===== src/rtl/core_selftest_pkg.sv =====
// rtl/core_selftest_pkg.sv - shared state encoding and default parameters for the core self-test sequencer
package core_selftest_pkg;

  typedef enum logic [2:0] {
    ST_IDLE  = 3'd0,
    ST_LOAD1 = 3'd1,
    ST_LOAD2 = 3'd2,
    ST_RUN   = 3'd3,
    ST_CHECK = 3'd4,
    ST_DONE  = 3'd5
  } state_e;

  localparam int unsigned DEF_XLEN      = 64;
  localparam int unsigned DEF_REG_AW    = 5;
  localparam int unsigned DEF_NUM_TESTS = 8;
  localparam int unsigned DEF_TIMEOUT   = 16;

  // Index ports keep at least one bit even for a single-vector table.
  function automatic int unsigned idx_width(input int unsigned n);
    return (n > 1) ? $clog2(n) : 1;
  endfunction

endpackage


===== src/rtl/selftest_timeout_ctr.sv =====
// rtl/selftest_timeout_ctr.sv - loadable RUN-phase down-counter with expiry flag
module selftest_timeout_ctr
  import core_selftest_pkg::*;
#(
  parameter  int unsigned TIMEOUT = DEF_TIMEOUT,
  localparam int unsigned CW      = $clog2(TIMEOUT + 1)
) (
  input  logic clk_i,
  input  logic reset_i,
  input  logic load_i,
  input  logic en_i,
  output logic expired_o
);

  logic [CW-1:0] cnt_q, cnt_d;

  always_comb begin
    cnt_d = cnt_q;
    if (load_i) begin
      cnt_d = CW'(TIMEOUT);
    end else if (en_i && (cnt_q != '0)) begin
      cnt_d = cnt_q - CW'(1);
    end
  end

  always_ff @(posedge clk_i) begin
    if (reset_i) begin
      cnt_q <= '0;
    end else begin
      cnt_q <= cnt_d;
    end
  end

  // Expiry marks the last permitted RUN cycle, not the cycle after it.
  assign expired_o = (cnt_q == CW'(1));

endmodule


===== src/rtl/core_selftest_seq.sv =====
// rtl/core_selftest_seq.sv - runs the directed test-vector table against the core via debug write, restart and writeback
module core_selftest_seq
  import core_selftest_pkg::*;
#(
  parameter  int unsigned XLEN      = DEF_XLEN,
  parameter  int unsigned REG_AW    = DEF_REG_AW,
  parameter  int unsigned NUM_TESTS = DEF_NUM_TESTS,
  parameter  int unsigned TIMEOUT   = DEF_TIMEOUT,
  localparam int unsigned IW        = idx_width(NUM_TESTS),
  localparam int unsigned FW        = $clog2(NUM_TESTS + 1)
) (
  input  logic              clk_i,
  input  logic              reset_i,
  input  logic              start_i,
  output logic              busy_o,
  output logic              done_o,
  output logic              pass_o,
  output logic [FW-1:0]     fail_count_o,
  output logic [IW-1:0]     first_fail_o,
  output logic [IW-1:0]     vec_idx_o,
  input  logic [XLEN-1:0]   vec_pc_i,
  input  logic [REG_AW-1:0] vec_rs1_i,
  input  logic [REG_AW-1:0] vec_rs2_i,
  input  logic [XLEN-1:0]   vec_rs1_val_i,
  input  logic [XLEN-1:0]   vec_rs2_val_i,
  input  logic [REG_AW-1:0] vec_exp_rd_i,
  input  logic [XLEN-1:0]   vec_exp_data_i,
  output logic              core_hold_o,
  output logic              core_restart_o,
  output logic [XLEN-1:0]   restart_pc_o,
  output logic              dbg_we_o,
  output logic [REG_AW-1:0] dbg_waddr_o,
  output logic [XLEN-1:0]   dbg_wdata_o,
  input  logic              wb_valid_i,
  input  logic [REG_AW-1:0] wb_rd_i,
  input  logic [XLEN-1:0]   wb_data_i
);

  state_e          state_q, state_d;
  logic [IW-1:0]   idx_q, idx_d;
  logic [FW-1:0]   fcnt_q, fcnt_d;
  logic [IW-1:0]   ffirst_q, ffirst_d;
  logic            fail_q, fail_d;
  logic            ctr_load;
  logic            expired;
  logic            wb_hit;

  selftest_timeout_ctr #(.TIMEOUT(TIMEOUT)) u_timeout (
    .clk_i     (clk_i),
    .reset_i   (reset_i),
    .load_i    (ctr_load),
    .en_i      (state_q == ST_RUN),
    .expired_o (expired)
  );

  assign wb_hit = wb_valid_i && (wb_rd_i == vec_exp_rd_i);

  always_comb begin
    state_d     = state_q;
    idx_d       = idx_q;
    fcnt_d      = fcnt_q;
    ffirst_d    = ffirst_q;
    fail_d      = fail_q;
    ctr_load    = 1'b0;
    dbg_we_o    = 1'b0;
    dbg_waddr_o = '0;
    dbg_wdata_o = '0;
    case (state_q)
      ST_IDLE, ST_DONE: begin
        if (start_i) begin
          state_d  = ST_LOAD1;
          idx_d    = '0;
          fcnt_d   = '0;
          ffirst_d = '0;
        end
      end
      ST_LOAD1: begin
        dbg_we_o    = (vec_rs1_i != '0) && !reset_i;
        dbg_waddr_o = vec_rs1_i;
        dbg_wdata_o = vec_rs1_val_i;
        state_d     = ST_LOAD2;
      end
      ST_LOAD2: begin
        dbg_we_o    = (vec_rs2_i != '0) && !reset_i;
        dbg_waddr_o = vec_rs2_i;
        dbg_wdata_o = vec_rs2_val_i;
        fail_d      = 1'b0;
        ctr_load    = 1'b1;
        state_d     = ST_RUN;
      end
      ST_RUN: begin
        if (vec_exp_rd_i != '0) begin
          // A matching writeback wins over expiry in the same cycle.
          if (wb_hit) begin
            fail_d  = (wb_data_i != vec_exp_data_i);
            state_d = ST_CHECK;
          end else if (expired) begin
            fail_d  = 1'b1;
            state_d = ST_CHECK;
          end
        end else begin
          if (wb_valid_i && (wb_rd_i != '0)) begin
            fail_d = 1'b1;
          end
          if (expired) begin
            state_d = ST_CHECK;
          end
        end
      end
      ST_CHECK: begin
        if (fail_q) begin
          fcnt_d = fcnt_q + FW'(1);
          if (fcnt_q == '0) begin
            ffirst_d = idx_q;
          end
        end
        if (idx_q == IW'(NUM_TESTS - 1)) begin
          state_d = ST_DONE;
        end else begin
          idx_d   = idx_q + IW'(1);
          state_d = ST_LOAD1;
        end
      end
      default: state_d = ST_IDLE;
    endcase
  end

  always_ff @(posedge clk_i) begin
    if (reset_i) begin
      state_q  <= ST_IDLE;
      idx_q    <= '0;
      fcnt_q   <= '0;
      ffirst_q <= '0;
      fail_q   <= 1'b0;
    end else begin
      state_q  <= state_d;
      idx_q    <= idx_d;
      fcnt_q   <= fcnt_d;
      ffirst_q <= ffirst_d;
      fail_q   <= fail_d;
    end
  end

  assign busy_o         = (state_q != ST_IDLE) && (state_q != ST_DONE);
  assign done_o         = (state_q == ST_DONE);
  assign pass_o         = done_o && (fcnt_q == '0);
  assign fail_count_o   = fcnt_q;
  assign first_fail_o   = ffirst_q;
  assign vec_idx_o      = idx_q;
  assign core_hold_o    = (state_q != ST_RUN);
  assign core_restart_o = (state_q == ST_LOAD1);
  assign restart_pc_o   = vec_pc_i;

endmodule


===== config.mk =====
export PLATFORM = sky130hd
export DESIGN_NAME = core_selftest_seq
export DESIGN_NICKNAME = d
export VERILOG_FILES = /design/src/rtl/core_selftest_pkg.sv /design/src/rtl/selftest_timeout_ctr.sv /design/src/rtl/core_selftest_seq.sv
export SDC_FILE = /design/constraint.sdc
export NUM_CORES = 1
export LEC_CHECK = 0
export ABC_AREA = 1
export ABC_CLOCK_PERIOD_IN_PS = 1700
export BUFFER_PORTS_ARGS = -buffer_cell sky130_fd_sc_hd__buf_2
export CAP_MARGIN = 20
export CORE_AREA = 4 4 190 192
export CTS_CLUSTER_DIAMETER = 120
export CTS_CLUSTER_SIZE = 28
export DETAILED_ROUTE_END_ITERATION = 10
export DIE_AREA = 0 0 194 196
export SLEW_MARGIN = 0
export SYNTH_ARGS = -nofsm -noshare
export SYNTH_HDL_FRONTEND = slang
export SYNTH_HIERARCHICAL = 1
export SYNTH_SLANG_ARGS = --single-unit

===== constraint.sdc =====
create_clock -name clk_i -period 1.7 [get_ports clk_i]
set_input_delay 0.255 -clock clk_i [delete_from_list [all_inputs] [get_ports clk_i]]
set_output_delay 0.255 -clock clk_i [all_outputs]
set_load 0.005 [all_outputs]

==> flow_metrics.py <==
metrics = {
    "worst_setup_path": {
        "critPathKind": "flop to primary output",
        "reg2reg_setup_slack_ns": 0.14,
        "timing.critical_path.to": "dbg_wdata_o[28]",
        "ff2ff_path_depth": 6,
        "crit_path_start": "state_q[1]",
        "critPathMaxStageDelay_ns": 0.37,
        "timing.rr.start": "state_q[0]",
        "worstPathArrival_ns": 1.54,
        "endpoint_kind": "primary output",
        "worstPathMaxFanout": 9,
        "cp_slowest_cell": "dfxtp_4",
        "crit_chain": "inv_2, nand2_4, nor2_4, buf_12, buf_12, buf_16, a22o_1, buf_2",
        "cp_common_cell": "buf_12",
        "cp-start-kind": "flop",
        "rr_endpoint": "first_fail_o[2]",
        "worstPathRequired_ns": 1.44,
    },
    "timing": {
        "max_slew_margin_pct": 73.8,
        "fmax_mhz": 557,
        "fin_ws_ns": -0.0943,
        "hold_violations": 0,
        "tightestPinTransition_ns": 0.390,
        "rsz0062_at_grt": "true",
        "finalCritPeriodShare_pct": 106,
        "holdWs_ns": 0.336,
        "layout_min_cycle_time_ns": 1.79,
        "tns_ns": -4.56,
        "slew_violations": 0,
        "fin_skew_ns": 0.00142,
        "setup_viol": 67,
    },
    "floorplan": {
        "core-area_um2": 34400,
        "die_width_um": 194,
        "std_cell_rows": 68,
        "io_pins": 493,
        "initial_core_util_pct": 10.3,
        "die_h_um": 196,
        "dieArea_um2": 38000,
    },
    "synth": {
        "synthArstFlopShare_pct": 0,
        "ys.flop_type": "dfxtp_1",
        "syn_avg_cell_area_um2": 5.85,
        "synth_edf_count": 0,
        "synth_area_um2": 3550,
        "ys_ff_latch": 19,
        "yosysWarnings": 6,
        "syn_nets": 956,
        "synth_seq_area_share_pct": 10.7,
        "synth_cells": 606,
        "synth.distinct_cells": 35,
    },
    "outcome": {
        "status": "finished with violations",
        "violations": "setup timing",
    },
    "route": {
        "ant_nets": 0,
        "first_iter_violations": 207,
        "via_per_inst": 3.69,
        "dr_total_vias": 5154,
        "wl_per_cell_um": 18.0,
        "drt_pass1_iterations": 5,
        "routed_wl_um": 25100,
        "drcViolationCount": 0,
    },
    "clock_tree": {
        "clkTransAtPathRegs_ns": 0.06,
        "hold_buffers": 0,
        "cts_buffers": 3,
        "htree_levels": 1,
        "clkSinkCount": 19,
        "cts_buffer_depth": 2,
        "clk_latency_ns": 0.25,
        "cts_tree": "yes",
        "cts_root_buf": "clkbuf_16",
    },
    "place": {
        "dp_slack_ns": 0.0243,
        "io_buffers": 364,
        "place.gp.congestion": 0.894,
        "placed_area_um2": 5500,
        "dpl.hpwl_um": 20100,
        "dp_cells": 1356,
    },
    "finish": {
        "drive_gt1_share_pct": 46.8,
        "nets": 1282,
        "areaGrowthSynthToFinish_pct": 74.8,
        "fin_util_pct": 18.0,
        "final_area_um2": 6200,
        "nFillCells": 3903,
        "stdcell_count": 1395,
    },
    "run": {
        "timing.max_cap.violations": 0,
    },
    "hold_path": {
        "hp-class": "primary input to flop",
        "hold_start": "start_i",
    },
    "power": {
        "leakage_nw": 3.54,
        "p_total_mw": 7.03,
        "peakVddDrop_v": 0.000597,
        "p_per_area_nw_per_um2": 1130,
    },
    "global_route": {
        "overflow": 0,
        "grt_util_all_layers_pct": 11.8,
        "grt_first_pass_wirelength_um": 33300,
        "antenna_found_initial": 21,
        "grt_pass1_vias": 4928,
        "grt_max_degree": 18,
    },
}
## worst max-delay path: cells and delay by family (launching register included)
family | cells | cell delay, ns
buffers and inverters | 5 | 0.61
AO/OA/AOI/OAI | 1 | 0.20
AND/OR/NAND/NOR | 2 | 0.10
flip-flops | 1 | 0.37
## worst min-delay path by stage
stage,slack (ns),endpoint,cells past startpoint
finish,0.34,state_q[0],4
global route,0.36,state_q[0],4
detailed placement,0.48,first_fail_o[0],2
floorplan,0.33,u_timeout/cnt_q[4],1
global placement,0.47,u_timeout/cnt_q[1],2
CTS,0.33,state_q[0],4
## cell type report
type	count	area (um^2)	area share, %
antenna	9	22.5	0.363
tap	455	569	9.19
timing repair buffer	401	2490	40.2
inverter	101	382	6.16
clock buffer	4	78.8	1.27
multi-input combinational	406	2270	36.6
sequential	19	389	6.28
## report_power, final
part	internal, mW	switching (mW)
clock network	0.319	0.169
registers	0.525	0.0789
logic	3.11	2.84
## synth_stat cells, types with 4 or more instances
cell | n | share of area (%)
a22o_1 | 66 | 16
nor2_1 | 99 | 10
xor2_1 | 8 | 2.0
nor2_4 | 4 | 1.3
nand2_1 | 145 | 15
buf_4 | 64 | 14
buf_2 | 10 | 1.4
inv_1 | 98 | 10
a21oi_1 | 7 | 0.99
nor3_1 | 4 | 0.56
dfxtp_1 | 19 | 11
xnor2_1 | 16 | 4.0
o21ai_0 | 8 | 1.1
ha_1 | 6 | 2.1
a22oi_1 | 5 | 1.1
nand3_1 | 15 | 2.1
o21ai_2 | 5 | 1.2
## registers in the layout (all words and copies together) (netlist names)
register and flops:
fail_count_o 4, fail_q 1, first_fail_o 3, state_q 3, u_timeout/cnt_q 5, vec_idx_o 3
## timing repair
item | CTS | global route
endpoints found under the setup margin | 70 | 72
setup buffers | 14 | 3
gates resized for setup | 30 | 10
cloned | 11 | 1
pin swaps | 10 | 8
## logic make-up (layout without fill, tap and decap cells)
kind of cell | Yosys count | in the layout | synth area share [%]
AND/OR/NAND/NOR | 276 | 276 | 31.8
XOR/XNOR | 24 | 24 | 5.93
adder cells (fa/ha/maj) | 6 | 6 | 2.12
other | 0 | 9 | 0
buffers and inverters | 181 | 506 | 26.4
flip-flops | 19 | 19 | 10.7
AO/OA/AOI/OAI | 100 | 100 | 23.0
## placed cells by master, fill, tap and decap left out, types with 2 or more instances in the layout
cell type,count
xor2_1,8
ha_1,6
diode_2,9
inv_1,98
dfxtp_4,2
dfxtp_1,16
xnor2_1,16
a31oi_1,2
nand2_4,2
clkbuf_16,4
o21ai_2,6
buf_4,15
a22o_1,66
buf_6,5
nand3_1,15
a21oi_1,7
o22ai_1,2
buf_16,11
nor3_1,4
buf_2,359
nor2_1,96
nand2_1,144
inv_2,2
a22oi_1,5
nor2_4,5
o21ai_0,6
buf_12,9
nor2_2,4
## metal layers
metal  global-route usage, %  vias up  wire length [um]
li1                        -     2523                 -
met1                    13.4     2262              9540
met2                    19.5      275             11700
met3                    5.27       80              2700
met4                    4.61       14              1020
met5                       0        -               105
Power figures use the tool's default switching activity.
